$ cat src/rtl/procyon_fifo_stream_adapter_pkg.sv
// Shared sizing helpers for the FIFO-to-stream adapter and its skid buffer.
package procyon_fifo_stream_adapter_pkg;

    // Index width for a pointer into n entries; never narrower than one bit.
    function automatic int c2i(input int n);
        return (n > 1) ? $clog2(n) : 1;
    endfunction

    // Width needed to hold an occupancy count of 0..depth inclusive.
    function automatic int occ_w(input int depth);
        return $clog2(depth + 1);
    endfunction

endpackage

$ cat src/rtl/procyon_fifo_stream_adapter_if.sv
// FIFO read-side and valid/ready stream signals of the adapter.
// master: the adapter itself; slave: the FIFO/consumer environment.
interface procyon_fifo_stream_adapter_if #(
    parameter int OPTN_DATA_WIDTH = 8
);
    logic                       i_flush;
    logic                       o_fifo_ack;
    logic                       i_fifo_empty;
    logic [OPTN_DATA_WIDTH-1:0] i_fifo_data;
    logic                       o_valid;
    logic [OPTN_DATA_WIDTH-1:0] o_data;
    logic                       i_ready;

    modport master (
        input  i_flush, i_fifo_empty, i_fifo_data, i_ready,
        output o_fifo_ack, o_valid, o_data
    );

    modport slave (
        output i_flush, i_fifo_empty, i_fifo_data, i_ready,
        input  o_fifo_ack, o_valid, o_data
    );
endinterface

$ cat src/rtl/procyon_skid_buf.sv
// Circular skid buffer: entry storage, head/tail pointers and occupancy.
// Flush empties the buffer in one cycle; reset additionally clears the storage.
module procyon_skid_buf
    import procyon_fifo_stream_adapter_pkg::*;
#(
    parameter int OPTN_DATA_WIDTH = 8,
    parameter int OPTN_BUF_DEPTH  = 2,
    localparam int IW = c2i(OPTN_BUF_DEPTH),
    localparam int OW = occ_w(OPTN_BUF_DEPTH)
) (
    input  logic                       clk,
    input  logic                       rst,
    input  logic                       flush,
    input  logic                       push,
    input  logic [OPTN_DATA_WIDTH-1:0] push_data,
    input  logic                       pop,
    output logic                       valid,
    output logic [OPTN_DATA_WIDTH-1:0] data,
    output logic [OW-1:0]              occ
);

    logic [OPTN_DATA_WIDTH-1:0] mem [OPTN_BUF_DEPTH];
    logic [IW-1:0]              head;
    logic [IW-1:0]              tail;
    logic [OW-1:0]              occ_q;
    logic                       pop_ok;

    function automatic logic [IW-1:0] nxt(input logic [IW-1:0] p);
        return (p == IW'(OPTN_BUF_DEPTH - 1)) ? '0 : p + 1'b1;
    endfunction

    assign valid  = (occ_q != '0);
    assign data   = mem[head];
    assign occ    = occ_q;
    assign pop_ok = pop & valid;

    // Storage, pointers and occupancy; reset beats flush, flush beats push/pop.
    always_ff @(posedge clk) begin
        if (rst) begin
            for (int i = 0; i < OPTN_BUF_DEPTH; i++) mem[i] <= '0;
            head  <= '0;
            tail  <= '0;
            occ_q <= '0;
        end else if (flush) begin
            head  <= '0;
            tail  <= '0;
            occ_q <= '0;
        end else begin
            if (push) begin
                mem[tail] <= push_data;
                tail      <= nxt(tail);
            end
            if (pop_ok) head <= nxt(head);
            case ({push, pop_ok})
                2'b10:   occ_q <= occ_q + 1'b1;
                2'b01:   occ_q <= occ_q - 1'b1;
                default: ;
            endcase
        end
    end

    a_occ_bound: assert property (@(posedge clk) disable iff (rst) occ_q <= OW'(OPTN_BUF_DEPTH));

endmodule

$ cat src/rtl/procyon_fifo_stream_adapter.sv
// Converts the FIFO ack/empty read port (one-cycle read latency) into a
// valid/ready stream. Reads are only issued when a buffer slot is reserved
// for the returning word, counting the word already in flight.
// Optional: PCYN_FIFO_STREAM_CNT_EN adds o_xfer_cnt, a 32-bit pop counter.
module procyon_fifo_stream_adapter
    import procyon_fifo_stream_adapter_pkg::*;
#(
    parameter int OPTN_DATA_WIDTH = 8,
    parameter int OPTN_BUF_DEPTH  = 2
) (
    input  logic clk,
    input  logic rst,
    procyon_fifo_stream_adapter_if.master bus
`ifdef PCYN_FIFO_STREAM_CNT_EN
    ,
    output logic [31:0] o_xfer_cnt
`endif
);

    localparam int OW = occ_w(OPTN_BUF_DEPTH);

    logic          inflight;
    logic          pop;
    logic          ack;
    logic [OW-1:0] occ;
    logic [OW:0]   credit;

    assign pop    = bus.o_valid & bus.i_ready;
    // One bit wider than occ so occ+inflight cannot wrap.
    assign credit = {1'b0, occ} + (OW+1)'(inflight) - (OW+1)'(pop);

    // Read request: only when the returning word is guaranteed a slot.
    always_comb begin
        ack = 1'b0;
        if (!rst && !bus.i_flush && !bus.i_fifo_empty)
            ack = (credit < (OW+1)'(OPTN_BUF_DEPTH));
    end

    assign bus.o_fifo_ack = ack;

    // Tracks the read whose data arrives on i_fifo_data this cycle.
    always_ff @(posedge clk) begin
        if (rst) inflight <= 1'b0;
        else     inflight <= ack;
    end

    procyon_skid_buf #(
        .OPTN_DATA_WIDTH (OPTN_DATA_WIDTH),
        .OPTN_BUF_DEPTH  (OPTN_BUF_DEPTH)
    ) u_skid (
        .clk       (clk),
        .rst       (rst),
        .flush     (bus.i_flush),
        .push      (inflight & ~bus.i_flush),
        .push_data (bus.i_fifo_data),
        .pop       (pop),
        .valid     (bus.o_valid),
        .data      (bus.o_data),
        .occ       (occ)
    );

`ifdef PCYN_FIFO_STREAM_CNT_EN
    // Pop counter; survives flush, cleared only by reset.
    always_ff @(posedge clk) begin
        if (rst)      o_xfer_cnt <= '0;
        else if (pop) o_xfer_cnt <= o_xfer_cnt + 32'd1;
    end
`endif

endmodule

$ cat src/flat_wrapper.sv
// flat-port wrapper written by rule: the top's interface ports become plain ports
module procyon_fifo_stream_adapter_flat import procyon_fifo_stream_adapter_pkg::*;
#(
    parameter int OPTN_DATA_WIDTH = 8,
    parameter int OPTN_BUF_DEPTH  = 2
)
  (clk, rst, bus_i_flush, bus_i_fifo_empty, bus_i_fifo_data, bus_i_ready, bus_o_fifo_ack, bus_o_valid, bus_o_data);
  procyon_fifo_stream_adapter_if #(.OPTN_DATA_WIDTH(OPTN_DATA_WIDTH)) bus_i ();
  input  logic clk;
  input  logic rst;
  input wire logic [$bits(bus_i.i_flush)-1:0] bus_i_flush;
  input wire logic [$bits(bus_i.i_fifo_empty)-1:0] bus_i_fifo_empty;
  input wire logic [$bits(bus_i.i_fifo_data)-1:0] bus_i_fifo_data;
  input wire logic [$bits(bus_i.i_ready)-1:0] bus_i_ready;
  output wire logic [$bits(bus_i.o_fifo_ack)-1:0] bus_o_fifo_ack;
  output wire logic [$bits(bus_i.o_valid)-1:0] bus_o_valid;
  output wire logic [$bits(bus_i.o_data)-1:0] bus_o_data;
  assign bus_i.i_flush = bus_i_flush;
  assign bus_i.i_fifo_empty = bus_i_fifo_empty;
  assign bus_i.i_fifo_data = bus_i_fifo_data;
  assign bus_i.i_ready = bus_i_ready;
  assign bus_o_fifo_ack = bus_i.o_fifo_ack;
  assign bus_o_valid = bus_i.o_valid;
  assign bus_o_data = bus_i.o_data;
  procyon_fifo_stream_adapter #(.OPTN_DATA_WIDTH(OPTN_DATA_WIDTH), .OPTN_BUF_DEPTH(OPTN_BUF_DEPTH)) u_core (.clk(clk), .rst(rst), .bus(bus_i));
endmodule
$ cat config.mk
export PLATFORM = sky130hd
export DESIGN_NAME = procyon_fifo_stream_adapter_flat
export DESIGN_NICKNAME = d
export VERILOG_FILES = /design/src/rtl/procyon_fifo_stream_adapter_pkg.sv /design/src/rtl/procyon_fifo_stream_adapter_if.sv /design/src/rtl/procyon_skid_buf.sv /design/src/rtl/procyon_fifo_stream_adapter.sv /design/src/flat_wrapper.sv
export SDC_FILE = /design/constraint.sdc
export NUM_CORES = 1
export LEC_CHECK = 0
export CAP_MARGIN = 5
export CORE_MARGIN = 4
export CORE_UTILIZATION = 54
export CTS_BUF_LIST = sky130_fd_sc_hd__clkbuf_2 sky130_fd_sc_hd__clkbuf_4 sky130_fd_sc_hd__clkbuf_8
export DETAILED_ROUTE_END_ITERATION = 8
export PLACE_DENSITY_LB_ADDON = 0.05
export SYNTH_ARGS = -nofsm -noshare
export SYNTH_HDL_FRONTEND = slang
export SYNTH_SLANG_ARGS = --single-unit
export TNS_END_PERCENT = 1
$ cat constraint.sdc
create_clock -name clk -period 6.87 [get_ports clk]
set_clock_uncertainty 0.1 [all_clocks]
set_input_delay 1.374 -clock clk [delete_from_list [all_inputs] [get_ports clk]]
set_output_delay 1.374 -clock clk [all_outputs]
set_load 0.01 [all_outputs]
==> results by group <==
STA
  – Final hold vios: 0
  – Minimum clock period: 5348 ps
  – Setup TNS: 0 ps
  – Slew Viols, Final: 0
  – Normalized max-slew margin: 62.17%
  – Final setup margin: 1522 ps
  – Peak Freq: 0.1870 GHz
  – Final setup fails: 0
  – Final Cycle Share: 77.84%
  – Slew at the pin closest to its max-slew limit: 561.5 ps
  – RSZ-0062 raised after global routing: no

Synthesis
  – Mapped Nets: 101
  – Synth Register Bits: 22
  – Syn_area_per_cell: 11.75 µm²
  – Post-synth cell types: 21
  – Post-Syn Instances: 85
  – Synth warn: 0
  – Mapped cell area: 998.5 µm²
  – Sequential fraction of the synthesis area: 60.15%
  – Post-synth top area share: 48.12%
  – Synth top area cells: edfxtp_1 48%, dfxtp_1 12%, mux2_2 9.0%
  – Area leader, netlist: edfxtp_1

Layout
  – Area delta synth->final: 30.70%
  – Fill cell count: 135
  – Most common cell after layout, fill and taps aside: clkdlybuf4s50_1
  – Diode count: 0
  – Flip-flop and latch area: 600.6 µm²
  – Share of layout cells above drive strength 1: 14.41%
  – Area of the multi-input gates: 376.6 µm²
  – Layout net count: 128
  – Most frequent cells in the layout: 22 x clkdlybuf4s50_1, 16 x edfxtp_1, 13 x nor2_1
  – Finished Core Util: 74.77%

Floorplanning
  – Core area: 1745 µm²
  – Die ar.: 2601 µm²
  – I/O Pins: 23
  – Initial Util: 57.20%
  – Die X: 51 µm
  – Core Rows: 15
  – Die Y-Extent: 51 µm

Worst hold path
  – Hold Startpoint: u_core.u_skid.head
  – HP Class: flip-flop to flip-flop
  – Hold path cells: 2
  – Worst Hold Endpoint: u_core.u_skid.head

Power and ir drop
  – Power Total: 0.0002715 W
  – PD cells: 208.0 nW/µm²
  – Leakage: 0.4595 nW
  – Worst VDD drop: 0.0001310 V

Route
  – Antenna viol nets, final: 0
  – Post-Route WL: 1863 µm
  – Via Count: 709
  – Iteration-0 DRC Markers: 10
  – WL/cell: 13.70 µm
  – # DRC: 0
  – Vias per cell: 5.213
  – First-pass DRT Iterations: 4

Clocking
  – CTS tree: yes
  – Longest Clk Path Bufs: 2
  – Skew-Pair Late Insertion Delay: 300 ps
  – Post-CTS sizing: 0
  – Total CTS buffers: 3
  – Hold_buf cts: 0
  – Setup bufs post-CTS: 0
  – Sink Count: 22
  – H-Tree Depth: 1
  – Clock transition at path regs: 120 ps
  – Root Buffer: clkbuf_4

Critical path
  – Critical R2R Capture: u_core.inflight
  – Reg2reg path depth: 6
  – Required @ worst endpoint: 5400 ps
  – CP max FO: 3
  – RR Startpoint: u_core.u_skid.occ[1]
  – Setup crit start kind: input pin
  – WS Path Type: input pin to output port
  – Worst Setup End Kind: output port
  – R2R Setup Slk: 4700 ps
  – Arrival time worst endpoint: 3870 ps

Outcome
  – Status: completed

Global route
  – Number of global-route vias before repair: 707
  – GRT overflow: 0
  – First-pass GRT wire length: 3063 µm
  – GRT Overall Usage: 15.97%
  – Initial antenna violation count: 0
  – Largest net degree at the start of global routing: 14
  – M2 GR Usage: 31.12%
  – Routing usage on met3: 3.207%
  – Grt peak-use layer: met2
  – Met1 GRT Util: 16.63%

Job
  – Max-cap violations: 0

Placement
  – Final HPWL DP: 1339 µm
  – Routability congestion estimate: 0.7617
  – DP Worst Slack: 1512 ps
  – Port Buffers: 22
-- cell usage after synthesis --
master / number
or3_1: 1
buf_2: 2
nor2_1: 13
a21oi_1: 1
fa_1: 1
o21a_1: 1
mux2_2: 8
edfxtp_1: 16
o31ai_1: 1
o21ai_0: 2
dfxtp_1: 6
inv_1: 2
nor4b_1: 2
ha_1: 2
xnor2_1: 3
or2_2: 1
nand2_1: 11
inv_2: 1
or2b_1: 1
xor2_1: 2
nor3_1: 8
-- final cells by class --
| class | count | share of cell area, % |
|---|---|---|
| Inverter | 3 | 0.8629 |
| Clock buffer | 3 | 1.726 |
| Timing Repair Buffer | 24 | 17.83 |
| Multi-Input combinational cell | 58 | 28.86 |
| Sequential cell | 22 | 46.02 |
| Tap cell | 25 | 2.397 |
| Clock inverter | 1 | 2.301 |
-- through the flow --
| step | hold slack (ps) | cells | cell area (µm²) |
|---|---|---|---|
| final | 433.0 | 136 | 1305 |
| after global routing | 478.7 | 136 | 1305 |
| after CTS | 437.1 | 135 | 1300 |
| after detailed placement | 408.4 | 131 | 1247 |
| after global placement | 403.9 | 131 | 1247 |
| after floorplan | 381.3 | 85 | 998.5 |
-- layer usage --
| layer | up-vias | share of wire, % |
|---|---|---|
| li1 | 351 | - |
| met1 | 339 | 41 |
| met2 | 17 | 53 |
| met3 | 2 | 4.7 |
| met4 | 0 | 0.91 |
| met5 | - | 0 |
-- worst max-delay path, cell delays in order --
cell and delay (ps):
clkdlybuf4s50_1 460, o21a_1 170, ha_1 240, or2b_1 230, fa_1 380, xor2_1 160
nor4b_1 280, clkdlybuf4s50_1 590
-- logic make-up after synthesis --
kind of cell,count (synthesis),share of synthesized area (%)
and+or+nand+nor,37,16.79
DFF,22,60.15
muxes,8,9.023
AOI/OAI and AO/OA,5,3.008
xor gates and xnor gates,5,4.387
buffers and inverters,5,2.130
adders and majority gates,3,4.511
-- flip-flops by register name (all words and copies together), names as in the netlist, named ones only --
name and count:
u_core.inflight 1, u_core.u_skid.head 1, u_core.u_skid.tail 1, u_core.u_skid.occ 2, u_core.u_skid.mem 16
-- worst max-delay path by stage --
| stage | end | start |
|---|---|---|
| floorplan | bus_o_fifo_ack | bus_i_ready |
| global placement | bus_o_fifo_ack | bus_i_ready |
| detailed placement | bus_o_fifo_ack | bus_i_ready |
| CTS | bus_o_fifo_ack | bus_i_ready |
| global route | bus_o_fifo_ack | bus_i_ready |
| finish | bus_o_fifo_ack | bus_i_ready |
-- power by group --
part,internal (W),switching (W)
Combinational,0.0000150,0.0000111
Clock,0.0000589,0.0000381
Sequential,0.000146,0.00000203
Total,0.000220,0.0000512
Note: power is estimated with default switching activity, not from simulation.
